===== config.mk =====
export PLATFORM = sky130hd
export DESIGN_NAME = cgra_regfile_write_arbiter
export DESIGN_NICKNAME = d
export VERILOG_FILES = /design/src/rtl/cgra_regfile_arb_pkg.sv /design/src/rtl/cgra_rr_pick.sv /design/src/rtl/cgra_regfile_write_arbiter.sv
export SDC_FILE = /design/constraint.sdc
export NUM_CORES = 1
export LEC_CHECK = 0
export ABC_AREA = 1
export CORE_MARGIN = 3
export CORE_UTILIZATION = 47
export CTS_BUF_LIST = sky130_fd_sc_hd__clkbuf_2 sky130_fd_sc_hd__clkbuf_4 sky130_fd_sc_hd__clkbuf_8
export DETAILED_ROUTE_END_ITERATION = 8
export HOLD_SLACK_MARGIN = 0.06
export PLACE_DENSITY = 0.88
export SYNTH_ARGS = -nofsm -noshare
export SYNTH_HDL_FRONTEND = slang
export SYNTH_SLANG_ARGS = --single-unit
export TNS_END_PERCENT = 5

===== constraint.sdc =====
create_clock -name CGRA_Clock -period 5.45 [get_ports CGRA_Clock]
set_clock_uncertainty 0.15 [all_clocks]
set_input_delay 0.8175 -clock CGRA_Clock [delete_from_list [all_inputs] [get_ports CGRA_Clock]]
set_output_delay 0.8175 -clock CGRA_Clock [all_outputs]
set_load 0.01 [all_outputs]

===== src/rtl/cgra_regfile_arb_pkg.sv =====
// cgra_regfile_arb_pkg: shared constants and pointer sizing for the regfile write arbiter
package cgra_regfile_arb_pkg;
  localparam int NREQ_DEFAULT     = 4;
  localparam int LOG2REGS_DEFAULT = 3;
  localparam int SIZE_DEFAULT     = 32;
  localparam int STALL_CNT_W      = 16;
  function automatic int ptr_w(input int n);
    return (n > 1) ? $clog2(n) : 1;
  endfunction
  localparam int PTR_W_DEFAULT = ptr_w(NREQ_DEFAULT);
  typedef logic [PTR_W_DEFAULT-1:0] rr_ptr_t;
endpackage


===== src/rtl/cgra_rr_pick.sv =====
// cgra_rr_pick: first set bit of mask scanning upward from start with wrap-around
module cgra_rr_pick import cgra_regfile_arb_pkg::*; #(
  parameter int N = NREQ_DEFAULT,
  parameter int W = ptr_w(N)
) (
  input  logic [N-1:0] mask,
  input  logic [W-1:0] start,
  output logic         found,
  output logic [W-1:0] idx
);
  // descending scan so the entry closest to start is the last one written
  always_comb begin
    found = 1'b0;
    idx   = '0;
    for (int k = N - 1; k >= 0; k--) begin
      if (mask[(int'(start) + k) % N]) begin
        found = 1'b1;
        idx   = W'((int'(start) + k) % N);
      end
    end
  end
endmodule


===== src/rtl/cgra_regfile_write_arbiter.sv =====
// cgra_regfile_write_arbiter: two-port round-robin write arbiter for the PE register file (stats via CGRA_REGFILE_ARB_STATS_EN)
module cgra_regfile_write_arbiter import cgra_regfile_arb_pkg::*; #(
  parameter int NREQ     = NREQ_DEFAULT,
  parameter int log2regs = LOG2REGS_DEFAULT,
  parameter int size     = SIZE_DEFAULT
) (
  input  logic                     CGRA_Clock,
  input  logic                     CGRA_Reset,
  input  logic                     hold,
  input  logic [NREQ-1:0]          req_valid,
  output logic [NREQ-1:0]          req_ready,
  input  logic [NREQ*log2regs-1:0] req_addr,
  input  logic [NREQ*size-1:0]     req_data,
  output logic                     WE0,
  output logic                     WE1,
  output logic [log2regs-1:0]      address_in0,
  output logic [log2regs-1:0]      address_in1,
  output logic [size-1:0]          in0,
  output logic [size-1:0]          in1
`ifdef CGRA_REGFILE_ARB_STATS_EN
  ,
  output logic [NREQ*STALL_CNT_W-1:0] stall_count
`endif
);
  localparam int PW = ptr_w(NREQ);
  typedef logic [PW-1:0] ptr_t;

  function automatic ptr_t inc(input ptr_t p);
    return (int'(p) == NREQ - 1) ? '0 : p + 1'b1;
  endfunction

  ptr_t                rr_ptr, a_idx, b_idx, b_start;
  logic                a_found, b_found, grant_a, grant_b;
  logic [log2regs-1:0] a_addr;
  logic [NREQ-1:0]     b_mask;

  cgra_rr_pick #(.N(NREQ), .W(PW)) u_pick_a (
    .mask (req_valid),
    .start(rr_ptr),
    .found(a_found),
    .idx  (a_idx)
  );

  assign a_addr  = req_addr[a_idx*log2regs +: log2regs];
  assign b_start = inc(a_idx);

  // second candidate excludes A itself and anything targeting A's address
  always_comb begin
    b_mask = '0;
    for (int i = 0; i < NREQ; i++)
      b_mask[i] = req_valid[i] && (ptr_t'(i) != a_idx) && (req_addr[i*log2regs +: log2regs] != a_addr);
  end

  cgra_rr_pick #(.N(NREQ), .W(PW)) u_pick_b (
    .mask (b_mask),
    .start(b_start),
    .found(b_found),
    .idx  (b_idx)
  );

  assign grant_a   = a_found && !hold && !CGRA_Reset;
  assign grant_b   = grant_a && b_found;
  assign req_ready = (NREQ'(grant_a) << a_idx) | (NREQ'(grant_b) << b_idx);

  // register winners onto the regfile ports; idle ports keep address/data
  always_ff @(posedge CGRA_Clock or posedge CGRA_Reset) begin
    if (CGRA_Reset) begin
      WE0         <= 1'b0;
      WE1         <= 1'b0;
      address_in0 <= '0;
      address_in1 <= '0;
      in0         <= '0;
      in1         <= '0;
      rr_ptr      <= '0;
    end else begin
      WE0 <= grant_a;
      WE1 <= grant_b;
      if (grant_a) begin
        address_in0 <= a_addr;
        in0         <= req_data[a_idx*size +: size];
      end
      if (grant_b) begin
        address_in1 <= req_addr[b_idx*log2regs +: log2regs];
        in1         <= req_data[b_idx*size +: size];
      end
      rr_ptr <= grant_b ? inc(b_idx) : grant_a ? inc(a_idx) : rr_ptr;
    end
  end

`ifdef CGRA_REGFILE_ARB_STATS_EN
  logic [STALL_CNT_W-1:0] cnt [NREQ];
  for (genvar i = 0; i < NREQ; i++) begin : g_stall
    // saturating count of cycles requester i waits, hold cycles included
    always_ff @(posedge CGRA_Clock or posedge CGRA_Reset) begin
      if (CGRA_Reset) cnt[i] <= '0;
      else if (req_valid[i] && !req_ready[i] && cnt[i] != '1) cnt[i] <= cnt[i] + 1'b1;
    end
    assign stall_count[i*STALL_CNT_W +: STALL_CNT_W] = cnt[i];
  end
`endif
endmodule


==> results.cfg <==
[logic_synthesis]
synth_top_family_by_area = simple AND/OR/NAND/NOR gates
synth_flop_cell = dfrtp_1
yosys.area_share.simple = 0.422
netlist_area_sq_um = 6360
synth.top_cell.area_share = 0.291
synth_compound_area_frac = 0.122
synth_cells = 1050
synth_fp_nets = 1201
synth-xor-area-share = 0.00138
synthArstFlopShare = 1.00
synth-seq-cells = 74
synthTopCellsByCount = nand2_1 (374), nand3_1 (179), inv_1 (162)
synth_warnings = 0
yosysTopAreaCell = dfrtp_1
synth.mux.area_fraction = 0
syn_avg_cell_area_sq_um = 6.06
synth_area_leaders = dfrtp_1 (29%), nand2_1 (22%), nand3_1 (14%)
synthAdderAreaFrac = 0.00787
yosysMostFrequentCell = nand2_1
synth-edff-count = 0
ys_seq_area_frac = 0.291
synth.distinct_cells = 27

[placement]
portBuffers = 222
finalWeightedCongestion = 0.893
hpwl_um = 15600

[critical_path]
crit_end = req_ready[1]
arrival_ns = 3.96
worst-path-max-fanout = 10
critPathCaptureType = output port
r2r_slack_ns = 1.10
startpoint_type = input pin
crit_path_start = req_valid[3]
ff2ff_path_depth = 28
r2r-start = rr_ptr[0]$_DFFE_PP0P_
crit_required_ns = 4.48
path_class = in2out
r2r-end = in1[0]$_DFFE_PP0N_

[floorplanning]
placementRows = 41
die_area_sq_um = 15000
io_pins = 223
die_w_um = 122
start_util = 0.492
coreArea_sq_um = 12900
die_h_um = 122

[clock_network]
cts_root_buf = clkbuf_8
numCtsBuffers = 9
hold_buffers = 0
cts_max_level = 3
cts_sinks = 74
clk_pin_slew_ns = 0.08
cts_tree = built
insertion_delay_ns = 0.35
ctsLongestPathBuffers = 2

[sta]
setup_viol = 0
hold_viol_final = 0
slew_viol_final = 0
tightest_slew_ns = 0.771
period_share = 0.905
slew_headroom = 0.486
fin_setup_tns_ns = 0
finalCriticalPeriod_ns = 4.93
fmax_ghz = 0.203
rsz0062_at_grt = false

[global_route]
grt_usage = 0.291
grt_max_degree = 71
grt_pass1_wl_um = 35100
grt_pass1_vias = 7069
grt-ovfl-total = 0
antenna_found_initial = 0

[flow_run]
cap_viol_max_count = 0

[route]
wl_per_cell_um = 15.5
num_vias = 7604
first_pass_iters = 7
highest_layer = met4
ant_nets = 0
met3WireLength_um = 1900
vias_per_cell = 5.36
drt-initial-drc-count = 734
drc = 0
routed_wl_um = 22000
wl_met2_um = 10700
wl_met1_um = 8810

[final_layout]
antennaDiodeCount = 0
areaGrowthSynthToFinish_pct = 40.0
final_layout_size_suffix_gt1_frac = 0.0650
final_net_count = 1392

[hold_path]
min_path_type = reg2reg
hold_depth = 2

[run_status]
status = finished clean
-- layout make-up --
cell class | instances | area [sq um]
Clock inverter | 4 | 73.8
Multi-Input combinational cell | 740 | 3540
Inverter | 167 | 628
Timing Repair Buffer | 249 | 2430
Clock buffer | 12 | 159
Sequential cell | 74 | 1850
Tap cell | 172 | 215
Fill cell | 1112 | 4020
-- layout by cell type (no fill, tap or decap), types with 10 or more instances in the layout --
master | netlist | routed
nand2_1 | 374 | 374
clkdlybuf4s50_1 | 0 | 218
nand3_1 | 179 | 179
inv_1 | 162 | 161
dfrtp_1 | 74 | 74
o211ai_1 | 64 | 64
nor2_1 | 42 | 42
a31oi_1 | 32 | 32
buf_4 | 12 | 27
nand2_2 | 17 | 16
clkbuf_8 | 0 | 11
nand3_2 | 10 | 10
-- worst min-delay path by stage --
stage / startpoint / endpoint / slack (ns)
after floorplan: address_in1[0]$_DFFE_PP0N_ / address_in1[0]$_DFFE_PP0N_ / 0.37
after global routing: in1[5]$_DFFE_PP0N_ / in1[5]$_DFFE_PP0N_ / 0.36
final: in1[9]$_DFFE_PP0N_ / in1[9]$_DFFE_PP0N_ / 0.33
after global placement: in1[16]$_DFFE_PP0N_ / in1[16]$_DFFE_PP0N_ / 0.31
after CTS: in1[9]$_DFFE_PP0N_ / in1[9]$_DFFE_PP0N_ / 0.34
after detailed placement: in1[9]$_DFFE_PP0N_ / in1[9]$_DFFE_PP0N_ / 0.32
-- critical path, cell delays in order --
cell	delay [ns]
clkdlybuf4s50_1	0.45
inv_1	0.12
nand2_1	0.05
nand3_1	0.12
nand2_1	0.06
nand2_1	0.05
nand2_1	0.06
nand2_2	0.09
nand2_1	0.08
nand2_2	0.21
buf_4	0.24
nand3_2	0.10
nand2_2	0.10
nand2_1	0.05
nand2_1	0.09
nand3_2	0.11
nand3_1	0.08
nand2_1	0.08
nand2_1	0.14
nand2_1	0.08
inv_2	0.08
nand2_1	0.07
nand2_2	0.11
nand2_4	0.05
nor2_1	0.12
nand2_1	0.08
o21ai_0	0.08
dlymetal6s2s_1	0.19
-- repair_timing --
action                                  CTS  global route
setup buffers                             0             4
gates resized for setup                   0             6
endpoints found under the setup margin    0             4
-- metal layers --
metal,vias to the layer above,global-route usage
met4,0,0.111
met5,-,0
met3,47,0.0553
met1,3422,0.371
met2,400,0.491
li1,3735,-
-- registers in the layout (all words and copies together), names as in the netlist --
name	cells
in0	32
in1	32
address_in0	3
address_in1	3
rr_ptr	2
WE0	1
WE1	1
-- stage by stage --
stage / setup slack, ns / hold slack, ns / instances / area (sq um) / utilization
floorplan: 0.513 / 0.365 / 1050 / 6360 / -
global placement: 0.242 / 0.311 / 1398 / 8630 / 0.667
detailed placement: 0.134 / 0.315 / 1398 / 8630 / 0.667
CTS: 0.128 / 0.337 / 1414 / 8860 / 0.685
global route: 0.188 / 0.358 / 1418 / 8910 / 0.689
finish: 0.519 / 0.335 / 1418 / 8910 / 0.689
-- cells by family (layout without fill, tap and decap cells) --
kind of cell	after synthesis	in the layout
and+or+nand+nor	625	625
adders and majority gates	4	4
AOI/OAI and AO/OA	110	110
DFF	74	74
buffers and inverters	236	432
xor gates and xnor gates	1	1
Power is left out: the tool's default activity adds up to more than one toggle a clock period on the data nets, which glitch-free logic cannot reach.
